## src/rtl/mem_access_pkg.sv

```systemverilog
// Purpose: shared types and constants for the data-memory access unit.
// Latency: n/a (declarations only).
// Backpressure: n/a.
// Contents: FSM state enum, funct3 size/sign codes, err_code values and
// request-decode helpers shared by mem_access_unit and load_aligner.
package mem_access_pkg;

    typedef enum logic [1:0] {
        IDLE = 2'b00,
        BUS  = 2'b01,
        FIN  = 2'b10
    } state_e;

    // funct3 (instr[14:12]) encodings for loads/stores
    localparam logic [2:0] F3_B  = 3'b000;
    localparam logic [2:0] F3_H  = 3'b001;
    localparam logic [2:0] F3_W  = 3'b010;
    localparam logic [2:0] F3_BU = 3'b100;
    localparam logic [2:0] F3_HU = 3'b101;

    localparam logic [1:0] ERR_NONE     = 2'b00;
    localparam logic [1:0] ERR_MISALIGN = 2'b01;
    localparam logic [1:0] ERR_TIMEOUT  = 2'b10;
    localparam logic [1:0] ERR_FUNCT3   = 2'b11;

    // Unsigned variants exist only for loads; stores accept B/H/W.
    function automatic logic f3_legal(input logic is_load, input logic [2:0] f3);
        logic ok;
        case (f3)
            F3_B, F3_H, F3_W: ok = 1'b1;
            F3_BU, F3_HU:     ok = is_load;
            default:          ok = 1'b0;
        endcase
        return ok;
    endfunction

    // funct3[1:0] carries the access size for every legal code.
    function automatic logic misaligned(input logic [2:0] f3, input logic [1:0] byte_off);
        logic bad;
        case (f3[1:0])
            2'b01:   bad = byte_off[0];
            2'b10:   bad = (byte_off != 2'b00);
            default: bad = 1'b0;
        endcase
        return bad;
    endfunction

endpackage

```

## src/rtl/mem_access_unit_load_aligner.sv

```systemverilog
// Purpose: picks the byte/halfword lane of a bus read word and extends it.
// Latency: purely combinational.
// Backpressure: none.
// Ports: mem_rdata_i (bus word), byte_off_i (addr[1:0]), funct3_i (size/sign)
//        -> load_data_o (sign- or zero-extended result).
module load_aligner
    import mem_access_pkg::*;
(
    input  logic [31:0] mem_rdata_i,
    input  logic [1:0]  byte_off_i,
    input  logic [2:0]  funct3_i,
    output logic [31:0] load_data_o
);

    logic [7:0]  lane_b;
    logic [15:0] lane_h;

    always_comb begin
        lane_b = mem_rdata_i[{byte_off_i, 3'b000} +: 8];
        // Halfwords are 2-byte aligned, so only the upper offset bit matters.
        lane_h = byte_off_i[1] ? mem_rdata_i[31:16] : mem_rdata_i[15:0];
        case (funct3_i)
            F3_B:    load_data_o = {{24{lane_b[7]}}, lane_b};
            F3_H:    load_data_o = {{16{lane_h[15]}}, lane_h};
            F3_BU:   load_data_o = {24'h000000, lane_b};
            F3_HU:   load_data_o = {16'h0000, lane_h};
            default: load_data_o = mem_rdata_i;
        endcase
    end

endmodule

```

## src/rtl/mem_access_unit.sv

```systemverilog
// Purpose: runs load/store requests from execute onto the data-memory bus.
// Latency: start-to-done = 1 + bus wait cycles (min 2); faulted requests finish 1 cycle after start.
// Backpressure: busy stalls the core from accept until done; mem_req holds until mem_ready.
// Ports: execute side (start, should_read_mem/should_write_mem, funct3, addr, wdata, rd_addr),
//        completion (busy, done, wb_en, rdata, rd_addr_out, err, err_code),
//        bus side (mem_req, mem_we, mem_addr, mem_wdata, mem_wstrb, mem_ready, mem_rdata).
// Option: define MEM_ACCESS_TIMEOUT_EN to enable the BUS-state watchdog (TIMEOUT_CYCLES).
module mem_access_unit
    import mem_access_pkg::*;
#(
    parameter int ADDR_WIDTH     = 32,
    parameter int TIMEOUT_CYCLES = 255
) (
    input  logic                  clk,
    input  logic                  reset,
    input  logic                  start,
    input  logic                  should_read_mem,
    input  logic                  should_write_mem,
    input  logic [2:0]            funct3,
    input  logic [ADDR_WIDTH-1:0] addr,
    input  logic [31:0]           wdata,
    input  logic [4:0]            rd_addr,
    output logic                  busy,
    output logic                  done,
    output logic                  wb_en,
    output logic [31:0]           rdata,
    output logic [4:0]            rd_addr_out,
    output logic                  err,
    output logic [1:0]            err_code,
    output logic                  mem_req,
    output logic                  mem_we,
    output logic [ADDR_WIDTH-1:0] mem_addr,
    output logic [31:0]           mem_wdata,
    output logic [3:0]            mem_wstrb,
    input  logic                  mem_ready,
    input  logic [31:0]           mem_rdata
);

    if ((TIMEOUT_CYCLES < 1) || (TIMEOUT_CYCLES > 65535)) begin : g_timeout_range
        $error("mem_access_unit: TIMEOUT_CYCLES must be within 1..65535");
    end

    state_e state_q, state_d;

    logic                  load_q;
    logic [2:0]            f3_q;
    logic [1:0]            off_q;
    logic [4:0]            rd_q;
    logic [ADDR_WIDTH-1:0] mem_addr_q;
    logic [31:0]           mem_wdata_q;
    logic [3:0]            mem_wstrb_q;
    logic [31:0]           rdata_q;
    logic [4:0]            rd_out_q;
    logic [1:0]            err_code_q;

    logic                  req_vld;
    logic                  req_is_load;
    logic [1:0]            req_err;
    logic [3:0]            req_strb;
    logic                  accept;
    logic                  bus_ack;
    logic                  timeout_hit;
    logic [31:0]           load_data;

    // Read wins when both flags are raised.
    assign req_vld     = start && (should_read_mem || should_write_mem);
    assign req_is_load = should_read_mem;

    always_comb begin
        req_err = ERR_NONE;
        if (!f3_legal(req_is_load, funct3)) begin
            req_err = ERR_FUNCT3;
        end else if (misaligned(funct3, addr[1:0])) begin
            req_err = ERR_MISALIGN;
        end
    end

    always_comb begin
        case (funct3[1:0])
            2'b00:   req_strb = 4'b0001 << addr[1:0];
            2'b01:   req_strb = 4'b0011 << addr[1:0];
            default: req_strb = 4'b1111;
        endcase
    end

    assign bus_ack = (state_q == BUS) && mem_ready;

`ifdef MEM_ACCESS_TIMEOUT_EN
    localparam logic [15:0] TIMEOUT_LIMIT = 16'(TIMEOUT_CYCLES);

    logic [15:0] wdog_q, wdog_d;

    // Fires in the BUS cycle that makes the count reach the limit, so mem_req
    // is high for exactly TIMEOUT_CYCLES cycles. A same-cycle ready wins.
    assign wdog_d      = wdog_q + 16'd1;
    assign timeout_hit = (state_q == BUS) && !mem_ready && (wdog_d == TIMEOUT_LIMIT);

    always_ff @(posedge clk) begin
        if (reset) begin
            wdog_q <= 16'd0;
        end else if (accept) begin
            wdog_q <= 16'd0;
        end else if (state_q == BUS) begin
            wdog_q <= wdog_d;
        end
    end
`else
    assign timeout_hit = 1'b0;
`endif

    always_comb begin
        state_d = state_q;
        accept  = 1'b0;
        case (state_q)
            IDLE: begin
                if (req_vld) begin
                    accept  = 1'b1;
                    state_d = (req_err == ERR_NONE) ? BUS : FIN;
                end
            end
            BUS: begin
                if (bus_ack || timeout_hit) begin
                    state_d = FIN;
                end
            end
            FIN:     state_d = IDLE;
            default: state_d = IDLE;
        endcase
    end

    load_aligner u_load_aligner (
        .mem_rdata_i (mem_rdata),
        .byte_off_i  (off_q),
        .funct3_i    (f3_q),
        .load_data_o (load_data)
    );

    always_ff @(posedge clk) begin
        if (reset) begin
            state_q     <= IDLE;
            load_q      <= 1'b0;
            f3_q        <= 3'b000;
            off_q       <= 2'b00;
            rd_q        <= 5'd0;
            mem_addr_q  <= '0;
            mem_wdata_q <= 32'd0;
            mem_wstrb_q <= 4'd0;
            rdata_q     <= 32'd0;
            rd_out_q    <= 5'd0;
            err_code_q  <= ERR_NONE;
        end else begin
            state_q <= state_d;
            if (accept) begin
                load_q      <= req_is_load;
                f3_q        <= funct3;
                off_q       <= addr[1:0];
                rd_q        <= rd_addr;
                mem_addr_q  <= {addr[ADDR_WIDTH-1:2], 2'b00};
                mem_wdata_q <= wdata << {addr[1:0], 3'b000};
                mem_wstrb_q <= req_is_load ? 4'b0000 : req_strb;
                // Faulted requests skip BUS, so their result is posted now.
                if (req_err != ERR_NONE) begin
                    err_code_q <= req_err;
                    rd_out_q   <= rd_addr;
                end
            end
            if (bus_ack) begin
                err_code_q <= ERR_NONE;
                rd_out_q   <= rd_q;
                if (load_q) begin
                    rdata_q <= load_data;
                end
            end else if (timeout_hit) begin
                err_code_q <= ERR_TIMEOUT;
                rd_out_q   <= rd_q;
            end
        end
    end

    assign busy        = (state_q != IDLE) || accept;
    assign done        = (state_q == FIN);
    assign err         = done && (err_code_q != ERR_NONE);
    assign wb_en       = done && load_q && (err_code_q == ERR_NONE);
    assign rdata       = rdata_q;
    assign rd_addr_out = rd_out_q;
    assign err_code    = err_code_q;

    assign mem_req     = (state_q == BUS);
    assign mem_we      = mem_req && !load_q;
    assign mem_addr    = mem_addr_q;
    assign mem_wdata   = mem_wdata_q;
    assign mem_wstrb   = mem_req ? mem_wstrb_q : 4'b0000;

endmodule
```

## config.mk

```make
export PLATFORM = sky130hd
export DESIGN_NAME = mem_access_unit
export DESIGN_NICKNAME = d
export VERILOG_FILES = /design/src/rtl/mem_access_pkg.sv /design/src/rtl/mem_access_unit_load_aligner.sv /design/src/rtl/mem_access_unit.sv
export SDC_FILE = /design/constraint.sdc
export NUM_CORES = 1
export LEC_CHECK = 0
export BUFFER_PORTS_ARGS = -buffer_cell sky130_fd_sc_hd__buf_2
export CORE_UTILIZATION = 49
export CTS_CLUSTER_DIAMETER = 200
export CTS_CLUSTER_SIZE = 12
export DETAILED_ROUTE_END_ITERATION = 10
export PLACE_DENSITY = 0.77
export RECOVER_POWER = 25
export SETUP_SLACK_MARGIN = 0.02
export SLEW_MARGIN = 40
export SYNTH_ARGS = -nofsm -noshare
export SYNTH_HDL_FRONTEND = slang
export SYNTH_SLANG_ARGS = --single-unit
```

## constraint.sdc

```tcl
create_clock -name clk -period 2.25 [get_ports clk]
set_input_delay 0.225 -clock clk [delete_from_list [all_inputs] [get_ports clk]]
set_output_delay 0.225 -clock clk [all_outputs]
set_load 0.005 [all_outputs]
```

== Yosys cells after proc, flatten, opt, wreduce, memory -nomap -nowiden ==
Index checks and enable logic that the tools add are counted.
Operators by class
  eq/ne operators: 13
  shifts and indexed selects: 4
  reduce and logical (&&, ||, !) cells: 28
  multiplexer cells: 19
Operators by type and width (number)
  $pmux 32 s4: 1
  $shiftx 32x6->8: 1
  $shl 32x5->32: 1
  $mux 16: 1
  $mux 5: 3
  $eq 3x3->1 const B: 4
  $reduce_bool 2->1: 6
  $logic_not 2->1: 4
  $mux 2: 4
  $mux 4: 2
  $pmux 4 s2: 1
  $reduce_and 2->1: 4
  $eq 3x1->1 const B: 2
  $logic_and 1x1->1: 6
  $logic_not 3->1: 2
  $eq 2x1->1 const B: 2
  $eq 2x2->1 const B: 2
  $mux 1: 4
  $pmux 1 s2: 2
  $pmux 2 s2: 1
  $reduce_or 2->1: 2
  $shl 1x2->4 const A: 1
  $shl 2x2->4 const A: 1
  $eq 3x2->1 const B: 1
  other kinds (5): 6
Storage, ports and cells
  register bits after elaboration: 118
  output and inout port bits: 113

== Logic depth before layout (Yosys ltp) ==
Gate-level depths: netlist of run 1.
  word-level depth: 10
  mapped depth: 7

== Modules after synthesis ==
A second synthesis of run 1 with hierarchy kept.
Second synthesis, totals
  cells, all modules: 718
  area total of the unflattened synthesis: 5596.6 um^2
Modules (own cells, without submodules)
  mem_access_unit: cells an instance 600, sequential area each 2362.3 um^2, area each 4835.9 um^2, instances 1
  load_aligner: cells an instance 118, sequential area each 0.0 um^2, area each 760.7 um^2, instances 1

== Worst setup path before layout of run 1 ==
No wires, ideal clock.
  path kind: input to register
  start: input funct3[1]
  end: register rd_out_q[0], in the netlist rd_addr_out[0]
  setup time: 0.121 ns
  slack: 0.421 ns
  cell stages on the path: 6
  buffers on the path: 0
  arrival: 1.708 ns
  path through: inv_1 > ha_1 > or2_2 > o2bb2ai_1 > a2bb2oi_2 > mux2_2
On the way
  word-level cells in the longest chain between the ends: 8
  elaborated cells between the ends (all ways): 17
  classes of those cells: eq/ne: 6; mux: 5; reduce/logical: 6
Ends and longest elaborated chain
  start, declared: line mem_access_unit.sv:19  | input logic [2:0] funct3,
  $eq 2x2->1 / $eq 2x1->1 (equally long branches): line mem_access_pkg.sv:40  | case (f3[1:0])
  $pmux 1 s2: line mem_access_pkg.sv:40
  $mux 1: line mem_access_unit.sv:71  | if (!f3_legal(req_is_load, funct3)) begin
  $mux 1: line mem_access_unit.sv:73  | end else if (misaligned(funct3, addr[1:0])) begin
  $mux 2 *: line mem_access_unit.sv:71
  $reduce_bool 2->1 *: line mem_access_unit.sv:162  | if (req_err != ERR_NONE) begin
  $reduce_bool 2->1 (no source line) *
  $reduce_and 2->1 (no source line) *
  end signal, assigned: line mem_access_unit.sv:164  | rd_out_q <= rd_addr;
  end signal, assigned: line mem_access_unit.sv:169  | rd_out_q <= rd_q;
  end signal, assigned: line mem_access_unit.sv:175  | rd_out_q <= rd_q;
  end, declared: line mem_access_unit.sv:53  | logic [4:0] rd_out_q;
Every way passes the cells marked *; elsewhere a longest branch is shown, timed or not. The select of a mux whose other input is x is not followed.
A chain may end at the register's enable or synchronous reset.

== Final worst setup path of run 1 ==
Same ends and word-level chain as after synthesis.

==> results of run 1 <==
-- logic make-up after synthesis --
family	after synthesis
flops	118
fa+ha+maj	3
compound gates	163
simple gates	267
mux	55
other cells	1
buf+inv	64
-- cell usage after synthesis, drive strengths merged (2+ instances only) --
master	n
mux2	13
inv	7
nand2	149
nand3	10
or3	9
a21boi	2
a21oi	80
ha	3
nor2	60
clkbuf	35
o21ai	8
nor3	9
a22oi	7
buf	22
a221oi	7
nand2b	5
nand3b	3
mux2i	41
a211oi	33
o211ai	9
and2	5
dfxtp	118
nor2b	11
o221a	7
-- worst register-to-register path: cells and delay by family, from the launching register on --
| family | cells | cell delay, ns |
|---|---|---|
| AO/OA/AOI/OAI | 3 | 0.68 |
| buffers and inverters | 1 | 0.23 |
| flip-flops | 1 | 0.68 |
| AND/OR/NAND/NOR | 1 | 0.18 |
-- layout make-up --
class / count / area share
Clock buffer: 21 / 0.0596
Timing Repair Buffer: 304 / 0.241
Tap cell: 140 / 0.0222
Sequential cell: 118 / 0.300
Inverter: 7 / 0.00334
Multi-Input combinational cell: 490 / 0.365
Clock inverter: 9 / 0.00985
-- path summary, 6_finish.rpt --
check	endpoint	slack [ns]	cells after the start	startpoint
setup / recovery	rd_addr_out[0]	0.20	8	funct3[1]
hold / removal	state_q[1]	0.04	3	mem_ready
setup reg to reg	rdata[5]	0.39	5	f3_q[0]
hold reg to reg	mem_addr[27]	0.46	2	mem_addr[27]
-- where the power goes --
| part | internal [mW] | leakage (nW) | total [mW] | switching (mW) |
|---|---|---|---|---|
| clock | 1.56 | 0.267 | 2.48 | 0.924 |
| sequential | 2.19 | 0.962 | 2.27 | 0.0714 |
| combinational | 0.427 | 2.24 | 0.895 | 0.469 |
-- sequential cells by signal, summed over array words and instances (netlist names) --
signal and count:
f3_q 3, mem_wdata 32, err_code 2, state_q 2, load_q 1, rd_addr_out 5, rd_q 5, mem_addr 30
off_q 2, mem_wstrb_q 4, rdata 32
-- per-stage QoR --
stage                      util  worst slack [ns]  hold WS, ns  std cells  power (mW)
after floorplan               -             0.421        0.361        672        2.76
after global placement    0.618             0.323        0.436        996        3.08
after detailed placement  0.618             0.250        0.443        996        3.10
after CTS                 0.727             0.236       0.0195       1089        5.66
after global routing      0.723             0.130       0.0389       1089        5.88
final                     0.723             0.201       0.0365       1089        5.64
-- routing by layer --
layer / vias to the layer above / GRT usage
met5: - / 0
met4: 0 / 0.144
met3: 50 / 0.0868
met2: 301 / 0.506
met1: 2806 / 0.362
li1: 2864 / -
-- repair_timing --
action | CTS | global route
hold endpoints to repair | 63 | 0
endpoints found under the setup margin | 0 | 0
hold buffers | 63 | 0
==> results.py, run 1 <==
metrics = {
    "status": {
        "outcome": "finished, final reports clean",
    },
    "clock_network": {
        "root_buffer": "clkbuf_8",
        "post_cts_buffers": 0,
        "h-tree-depth": 4,
        "clock_latency_ns": 0.52,
        "cts-resized-gates": 0,
        "cts_made_buffers": 17,
        "clk_path_buf_depth": 2,
        "clkSinkCount": 118,
        "clk_transition_reported_paths_ns": 0.06,
        "cts_tree": "done",
    },
    "logic_synthesis": {
        "synth_cells": 671,
        "synth_area_leaders": "dfxtp_1 43%, nand2_1 10%, mux2i_1 7.4%, a21oi_1 7.3%, a211oi_1 4.5%",
        "synth_top_family_by_area": "simple AND/OR/NAND/NOR gates",
        "synth.mux.area_fraction": 0.105,
        "synth.yosys.seq_area_share": 0.429,
        "synth_xor_area_frac": 0,
        "synth_area_leader_cell": "dfxtp_1",
        "synthSimpleGateAreaFrac": 0.210,
        "syn_area_per_cell_sq_um": 8.21,
        "yosys_warnings": 0,
        "synthAdderAreaFrac": 0.00681,
        "synth_compound_area_frac": 0.197,
        "ys_seq_elements": 118,
        "synthDistinctLibCells": 49,
        "synthFlopType": "dfxtp_1",
        "netlist_area_sq_um": 5510,
        "synth-edff-count": 0,
        "async_reset_ff_frac": 0,
        "synth_top_area_share": 0.429,
    },
    "cells_and_area": {
        "multi_input_area_sq_um": 2870,
        "layout.nets": 1051,
        "most-common-layout-cells": "191 x buf_2, 149 x nand2_1, 118 x dfxtp_1, 80 x a21oi_1, 63 x dlygate4sd3_1",
        "layout_commonest_cell": "buf_2",
        "syn_to_final_growth_pct": 42.9,
        "fin_area_sq_um": 7880,
        "drive_above_1_share": 0.285,
        "antenna_cells": 0,
        "fill_cells": 854,
        "seq_area_sq_um": 2360,
    },
    "floorplanning": {
        "io-pin-count": 223,
        "initial_core_util": 0.506,
        "die-area_sq_um": 11700,
        "die_h_microns": 108,
        "die_w_microns": 108,
        "coreArea_sq_um": 10900,
        "placementRows": 38,
    },
    "route": {
        "drc": 0,
        "drt-initial-drc-count": 513,
        "routed.top_layer": "met4",
        "wire_per_inst_microns": 16.1,
        "vias_per_cell": 5.53,
        "met3_length_mm": 1.43,
        "ant_nets": 0,
        "firstDrtPassIters": 6,
        "drt_wl_total_mm": 17.5,
        "num_vias": 6021,
        "drt-met1-wl_mm": 7.06,
        "wl_met2_mm": 8.47,
    },
    "critical_path": {
        "cp.buffers_inverters": 3,
        "crit_path_end_kind": "register",
        "critPathRequiredTime_ns": 2.65,
        "cp_cell_sequence": "dlygate4sd3_1 > buf_2 > inv_1 > ha_1 > or2_2 > o2bb2ai_1 > a2bb2oi_2 > mux2_2",
        "max_stage_delay_ns": 0.53,
        "critPathSlowestCell": "dlygate4sd3_1",
        "cp_top_family": "buffers and inverters",
        "crit_fanout": 6,
        "startpoint_type": "input pin",
        "worst_ep_arrival_time_ns": 2.45,
        "crit_type": "in2reg",
    },
    "place": {
        "io_buffers": 220,
        "place_area_sq_um": 6730,
        "finalWeightedCongestion": 0.860,
        "dp_hpwl_mm": 11.6,
    },
    "pwr": {
        "p_per_area_nw_per_um2": 716,
        "peakVddDrop_mv": 0.545,
        "leakagePower_nw": 3.46,
    },
    "sta": {
        "fmax_mhz": 488,
        "slew_headroom": 0.615,
        "period_needed_ns": 2.05,
        "fin_crit_sh": 0.911,
        "report.final.hold_viol_count": 0,
        "fin_setup_tns_ns": 0,
        "setup_viol": 0,
        "worst_pin_slew_ns": 0.576,
        "rsz0062_at_grt": "no",
        "slew_violations": 0,
        "clock_skew_ns": 0.0136,
    },
    "hold_path": {
        "holdCritPathClass": "in2reg",
    },
    "grt": {
        "grt_first_pass_wirelength_mm": 27.6,
        "grt_overflow": 0,
        "grt_usage": 0.305,
        "antenna_found_initial": 0,
        "grt_max_degree": 50,
        "grt_pass1_vias": 5732,
    },
    "flow_run": {
        "drv_cap": 0,
    },
}
(Power assumes the default switching activity.)
==> run 2: changes to the inputs <==
Settings changed: CORE_ASPECT_RATIO set to 1.25, CORE_MARGIN set to 5.
==> run 2 against run 1 <==
Wire length fell by 8.5%. Via count down 9.7%. Register-to-register slack better by 0.09 ns. Global-route usage decreased by 7.3 points. Maximum frequency grew 16%. Non-clock buffer count down 66. Combinational power shrank 12%. Critical path type is now reg2reg. Largest power group unchanged.
==> results.py, run 2 (synthesized netlist as in run 1, its figures left out) <==
metrics = {
    "sta": {
        "fmax_mhz": 565,
        "worst_pin_slew_ns": 0.703,
        "fin_setup_tns_ns": 0,
        "slew_headroom": 0.531,
        "period_needed_ns": 1.77,
        "report.final.hold_viol_count": 0,
        "rsz0062_at_grt": "no",
        "setup_viol": 0,
        "setup_slack_ns": 0.481,
        "clock_skew_ns": 0.00768,
        "fin_crit_sh": 0.786,
        "hold_slack_ns": 0.0491,
        "slew_violations": 0,
    },
    "clock_network": {
        "clk_transition_reported_paths_ns": 0.06,
        "h-tree-depth": 4,
        "clk_path_buf_depth": 2,
        "clkSinkCount": 118,
        "cts_hold_buf": 0,
        "cts-resized-gates": 0,
        "clock_latency_ns": 0.41,
        "cts_tree": "done",
        "post_cts_buffers": 0,
        "root_buffer": "clkbuf_16",
        "cts_made_buffers": 17,
    },
    "critical_path": {
        "crit_fanout": 14,
        "r2r_end": "rdata[5]",
        "startpoint_type": "register",
        "r2r_slack_ns": 0.48,
        "critPathRequiredTime_ns": 2.57,
        "worst_ep_arrival_time_ns": 2.08,
        "crit_path_end_kind": "register",
        "cp_top_family": "flip-flops",
        "max_stage_delay_ns": 0.65,
        "cp.buffers_inverters": 1,
        "crit_type": "reg2reg",
        "critPathSlowestCell": "dfxtp_1",
        "r2r_cells": 5,
        "rr_startpoint": "f3_q[0]",
        "cp_cell_sequence": "nand2b_1 > buf_4 > a22oi_1 > o221a_2 > a211oi_1",
    },
    "place": {
        "io_buffers": 220,
        "finalWeightedCongestion": 0.832,
        "place_area_sq_um": 6690,
        "dp_hpwl_mm": 11.6,
        "pre_cts_slack_ns": 0.163,
    },
    "floorplanning": {
        "initial_core_util": 0.497,
        "io-pin-count": 223,
        "die_h_microns": 129,
        "die-area_sq_um": 13500,
        "placementRows": 43,
        "die_w_microns": 105,
        "coreArea_sq_um": 11100,
    },
    "route": {
        "met3_length_mm": 1.23,
        "vias_per_cell": 5.33,
        "num_vias": 5437,
        "drt-met1-wl_mm": 6.63,
        "wl_met2_mm": 7.79,
        "firstDrtPassIters": 5,
        "drt-initial-drc-count": 269,
        "drc": 0,
        "routed.top_layer": "met4",
        "ant_nets": 0,
        "drt_wl_total_mm": 16.0,
        "wire_per_inst_microns": 15.7,
    },
    "grt": {
        "grt_usage": 0.232,
        "antenna_found_initial": 0,
        "grt_max_degree": 78,
        "grt_first_pass_wirelength_mm": 25.6,
        "grt_pass1_vias": 5273,
        "grt_overflow": 0,
    },
    "pwr": {
        "fin_total_pwr_mw": 5.62,
        "leakagePower_nw": 3.15,
        "peakVddDrop_mv": 0.536,
        "p_per_area_nw_per_um2": 778,
    },
    "cells_and_area": {
        "fill_cells": 1023,
        "most-common-layout-cells": "183 x buf_2, 149 x nand2_1, 118 x dfxtp_1, 80 x a21oi_1, 60 x nor2_1",
        "fin_area_sq_um": 7220,
        "antenna_cells": 0,
        "layout_commonest_cell": "buf_2",
        "drive_above_1_share": 0.295,
        "syn_to_final_growth_pct": 31.1,
        "layout.nets": 985,
    },
    "flow_run": {
        "drv_cap": 0,
    },
    "status": {
        "outcome": "finished, final reports clean",
    },
    "hold_path": {
        "hold_depth": 3,
        "holdCritPathClass": "in2reg",
        "holdPathEnd": "mem_addr[6]",
        "min-delay-start": "addr[6]",
    },
}
## run 2: final cells by class
type                    instances  area (sq um)  share of cell area
multi-input cells             490          2870               0.398
flip-flops and latches        118          2360               0.327
repair buffers                238          1220               0.169
clock buffers                  19           453              0.0627
well taps                     135           169              0.0234
clock inverters                13           121              0.0168
inverters                       7          26.3             0.00364
## run 2: through the flow
stage                     std cells  utilization
final                          1020        0.652
after global routing           1020        0.652
after CTS                      1020        0.656
after detailed placement        988        0.604
after global placement          988        0.604
after floorplan                 672            -
## run 2: where the power goes
| part | internal (mW) | switching, mW | leakage (nW) |
|---|---|---|---|
| Combinational | 0.344 | 0.440 | 1.92 |
| Sequential | 2.19 | 0.0670 | 0.962 |
| Clock | 1.59 | 0.985 | 0.269 |
| Total | 4.12 | 1.49 | 3.15 |
## run 2: worst max path at each step
| stage | depth (start not counted) | slack (ns) | end | from |
|---|---|---|---|---|
| 2_1_floorplan | 6 | 0.42 | rd_addr_out[0] | funct3[1] |
| 3_3_place_gp | 7 | 0.20 | rd_addr_out[4] | funct3[1] |
| 3_5_place_dp | 7 | 0.16 | rd_addr_out[2] | funct3[1] |
| 4_1_cts | 5 | 0.47 | rdata[9] | off_q[1] |
| 5_1_grt | 5 | 0.32 | rdata[5] | f3_q[0] |
| 6_report | 5 | 0.48 | rdata[5] | f3_q[0] |
## run 2: routing by layer
layer,GRT usage,vias to the layer above
met3,0.0818,29
met5,0,-
met2,0.381,205
met4,0.0941,0
li1,-,2731
met1,0.278,2472
## run 2: worst min-delay path: stages
cell and delay, ns:
buf_2 0.09, nand2_1 0.04, a21oi_1 0.05
==> run 3: changes to the inputs <==
Settings changed: ABC_AREA set to 1, PLACE_DENSITY 0.77 to 0.76.
Clock period 2.25 ns to 1.8 ns, I/O delays scaled along.
==> run 3 against run 2 <==
Clock power rose by 31%. Synthesized area increased by 5.1%. Clock skew grew 0.00081 ns. Utilization increased by 1.5 points. Sequential share of layout area is 2.2 points lower. Sequential cell count is the same. Global-route usage up 2.4 points. Wire length up 14%. First-iteration DRC count rose by 26%. Total power rose by 33%. Sequential power grew 27%. Count of clock-buffer cells in the layout shrank 2. Largest power group unchanged.
==> results.py, run 3 <==
metrics = {
    "sta": {
        "report.final.hold_viol_count": 0,
        "hold_slack_ns": 0.0164,
        "slew_violations": 0,
        "clock_skew_ns": 0.00849,
        "fmax_mhz": 639,
        "rsz0062_at_grt": "no",
        "fin_crit_sh": 0.869,
        "period_needed_ns": 1.56,
        "setup_viol": 0,
        "fin_setup_tns_ns": 0,
    },
    "logic_synthesis": {
        "synth_top_family_by_area": "simple AND/OR/NAND/NOR gates",
        "synth.mux.area_fraction": 0,
        "synth_xor_area_frac": 0,
        "synth_area_leaders": "dfxtp_1 41%, nand2_1 12%, o21ai_0 8.4%, nor2_1 7.7%, a21oi_1 5.5%",
        "async_reset_ff_frac": 0,
        "synth_compound_area_frac": 0.215,
        "synthFlopType": "dfxtp_1",
        "synthDistinctLibCells": 32,
        "synth_area_leader_cell": "dfxtp_1",
        "synth.yosys.seq_area_share": 0.408,
        "yosys-top-cells-count": "178 x nand2_1, 119 x nor2_1, 118 x dfxtp_1",
        "synthMostInstantiatedCell": "nand2_1",
        "ys_seq_elements": 118,
        "netlist_area_sq_um": 5790,
        "syn_area_per_cell_sq_um": 6.91,
        "synthSimpleGateAreaFrac": 0.254,
        "synth-edff-count": 0,
        "yosys_warnings": 0,
        "synth_cells": 838,
        "synth_top_area_share": 0.408,
        "synthAdderAreaFrac": 0.00648,
    },
    "floorplanning": {
        "die_h_microns": 132,
        "placementRows": 44,
        "die-area_sq_um": 14100,
        "io-pin-count": 223,
        "die_w_microns": 107,
        "initial_core_util": 0.498,
        "coreArea_sq_um": 11600,
    },
    "critical_path": {
        "rr_startpoint": "f3_q[0]",
        "r2r_end": "rdata[0]",
        "critPathRequiredTime_ns": 1.62,
        "r2r_slack_ns": 0.30,
        "r2r_cells": 8,
        "worst_ep_arrival_time_ns": 1.38,
        "startpoint": "state_q[1]",
        "crit_path_end_kind": "output port",
        "crit_type": "reg2out",
        "crit_fanout": 2,
        "startpoint_type": "register",
        "endpoint": "wb_en",
    },
    "cells_and_area": {
        "multi_input_area_sq_um": 2760,
        "layout.nets": 1177,
        "drive_above_1_share": 0.255,
        "layout_commonest_cell": "buf_2",
        "stdcell_count": 1239,
        "syn_to_final_growth_pct": 33.7,
        "fin_area_sq_um": 7740,
        "most-common-layout-cells": "192 x buf_2, 178 x nand2_1, 119 x nor2_1, 117 x dfxtp_1, 97 x o21ai_0",
        "fill_cells": 1038,
        "seq_area_sq_um": 2360,
    },
    "clock_network": {
        "root_buffer": "clkbuf_16",
        "cts_tree": "done",
        "clkSinkCount": 118,
        "clock_latency_ns": 0.41,
        "cts_made_buffers": 17,
        "clk_transition_reported_paths_ns": 0.06,
        "clk_path_buf_depth": 2,
        "h-tree-depth": 4,
    },
    "place": {
        "place_area_sq_um": 6920,
        "finalWeightedCongestion": 0.957,
        "dp_hpwl_mm": 12.7,
        "dp.cells": 1180,
        "io_buffers": 220,
    },
    "grt": {
        "grt_max_degree": 61,
        "antenna_found_initial": 2,
        "grt_pass1_vias": 6055,
        "grt_first_pass_wirelength_mm": 29.4,
        "grt_overflow": 0,
        "grt_usage": 0.256,
    },
    "route": {
        "vias_per_cell": 5.10,
        "firstDrtPassIters": 4,
        "drt_wl_total_mm": 18.3,
        "num_vias": 6315,
        "wire_per_inst_microns": 14.8,
        "drt-initial-drc-count": 339,
        "ant_nets": 0,
        "drc": 0,
    },
    "pwr": {
        "p_per_area_nw_per_um2": 966,
        "leakagePower_nw": 3.96,
        "peakVddDrop_mv": 0.728,
    },
    "status": {
        "outcome": "finished, final reports clean",
    },
    "hold_path": {
        "holdCritPathClass": "in2reg",
    },
    "flow_run": {
        "drv_cap": 0,
    },
}
## run 3: worst min path at each step
stage / from / to / slack (ns) / depth (start not counted)
2_1_floorplan: addr[10] / mem_addr[10] / 0.31 / 2
3_5_place_dp: addr[5] / mem_addr[5] / 0.41 / 3
3_3_place_gp: addr[12] / mem_addr[12] / 0.40 / 3
6_report: addr[2] / mem_addr[2] / 0.02 / 3
4_1_cts: rd_addr[3] / rd_q[3] / 0.004 / 3
5_1_grt: addr[16] / mem_addr[16] / 0.02 / 3
## run 3: layer usage
metal / track usage / wire [microns]
met1: 0.296 / 7230
met4: 0.112 / 656
met5: 0 / 20
met2: 0.435 / 8840
met3: 0.0765 / 1590
## run 3: cells by family after synthesis
kind of cell	Yosys count
AO/OA/AOI/OAI	229
adder cells (fa/ha/maj)	3
other	1
flip-flops	118
AND/OR/NAND/NOR	348
buffers and inverters	139
## run 3: metrics by stage
stage / power [mW] / util / setup WS, ns
after floorplan: 3.65 / - / 0.548
after global placement: 4.10 / 0.596 / 0.298
after detailed placement: 4.11 / 0.596 / 0.239
after CTS: 7.53 / 0.669 / 0.197
after global routing: 7.82 / 0.666 / 0.0988
final: 7.48 / 0.666 / 0.235
## run 3: repair_timing
action,4_1_cts,5_1_grt
hold buffers,26,0
gates resized for setup,0,1
setup buffers,0,0
hold endpoints to repair,26,0
endpoints found under the setup margin,0,1
## run 3: where the power goes
| group | leakage [nW] | switching (mW) | internal (mW) | total [mW] |
|---|---|---|---|---|
| Combinational | 2.71 | 0.752 | 0.485 | 1.24 |
| Sequential | 0.966 | 0.0994 | 2.78 | 2.88 |
| Clock | 0.290 | 1.29 | 2.07 | 3.36 |
## run 3: cell type report
class                      count  share of cell area
multi-input combinational    582               0.357
tap                          161              0.0260
inverter                      81              0.0402
antenna                        1            0.000323
timing repair buffer         264               0.195
clock buffer                  17              0.0550
clock inverter                15              0.0213
sequential                   118               0.305
## run 3: critical path: stages (launching register included)
cell	delay (ns)
dfxtp_1	0.35
inv_1	0.07
nor2_1	0.18
inv_1	0.08
nor4_1	0.15
buf_2	0.15
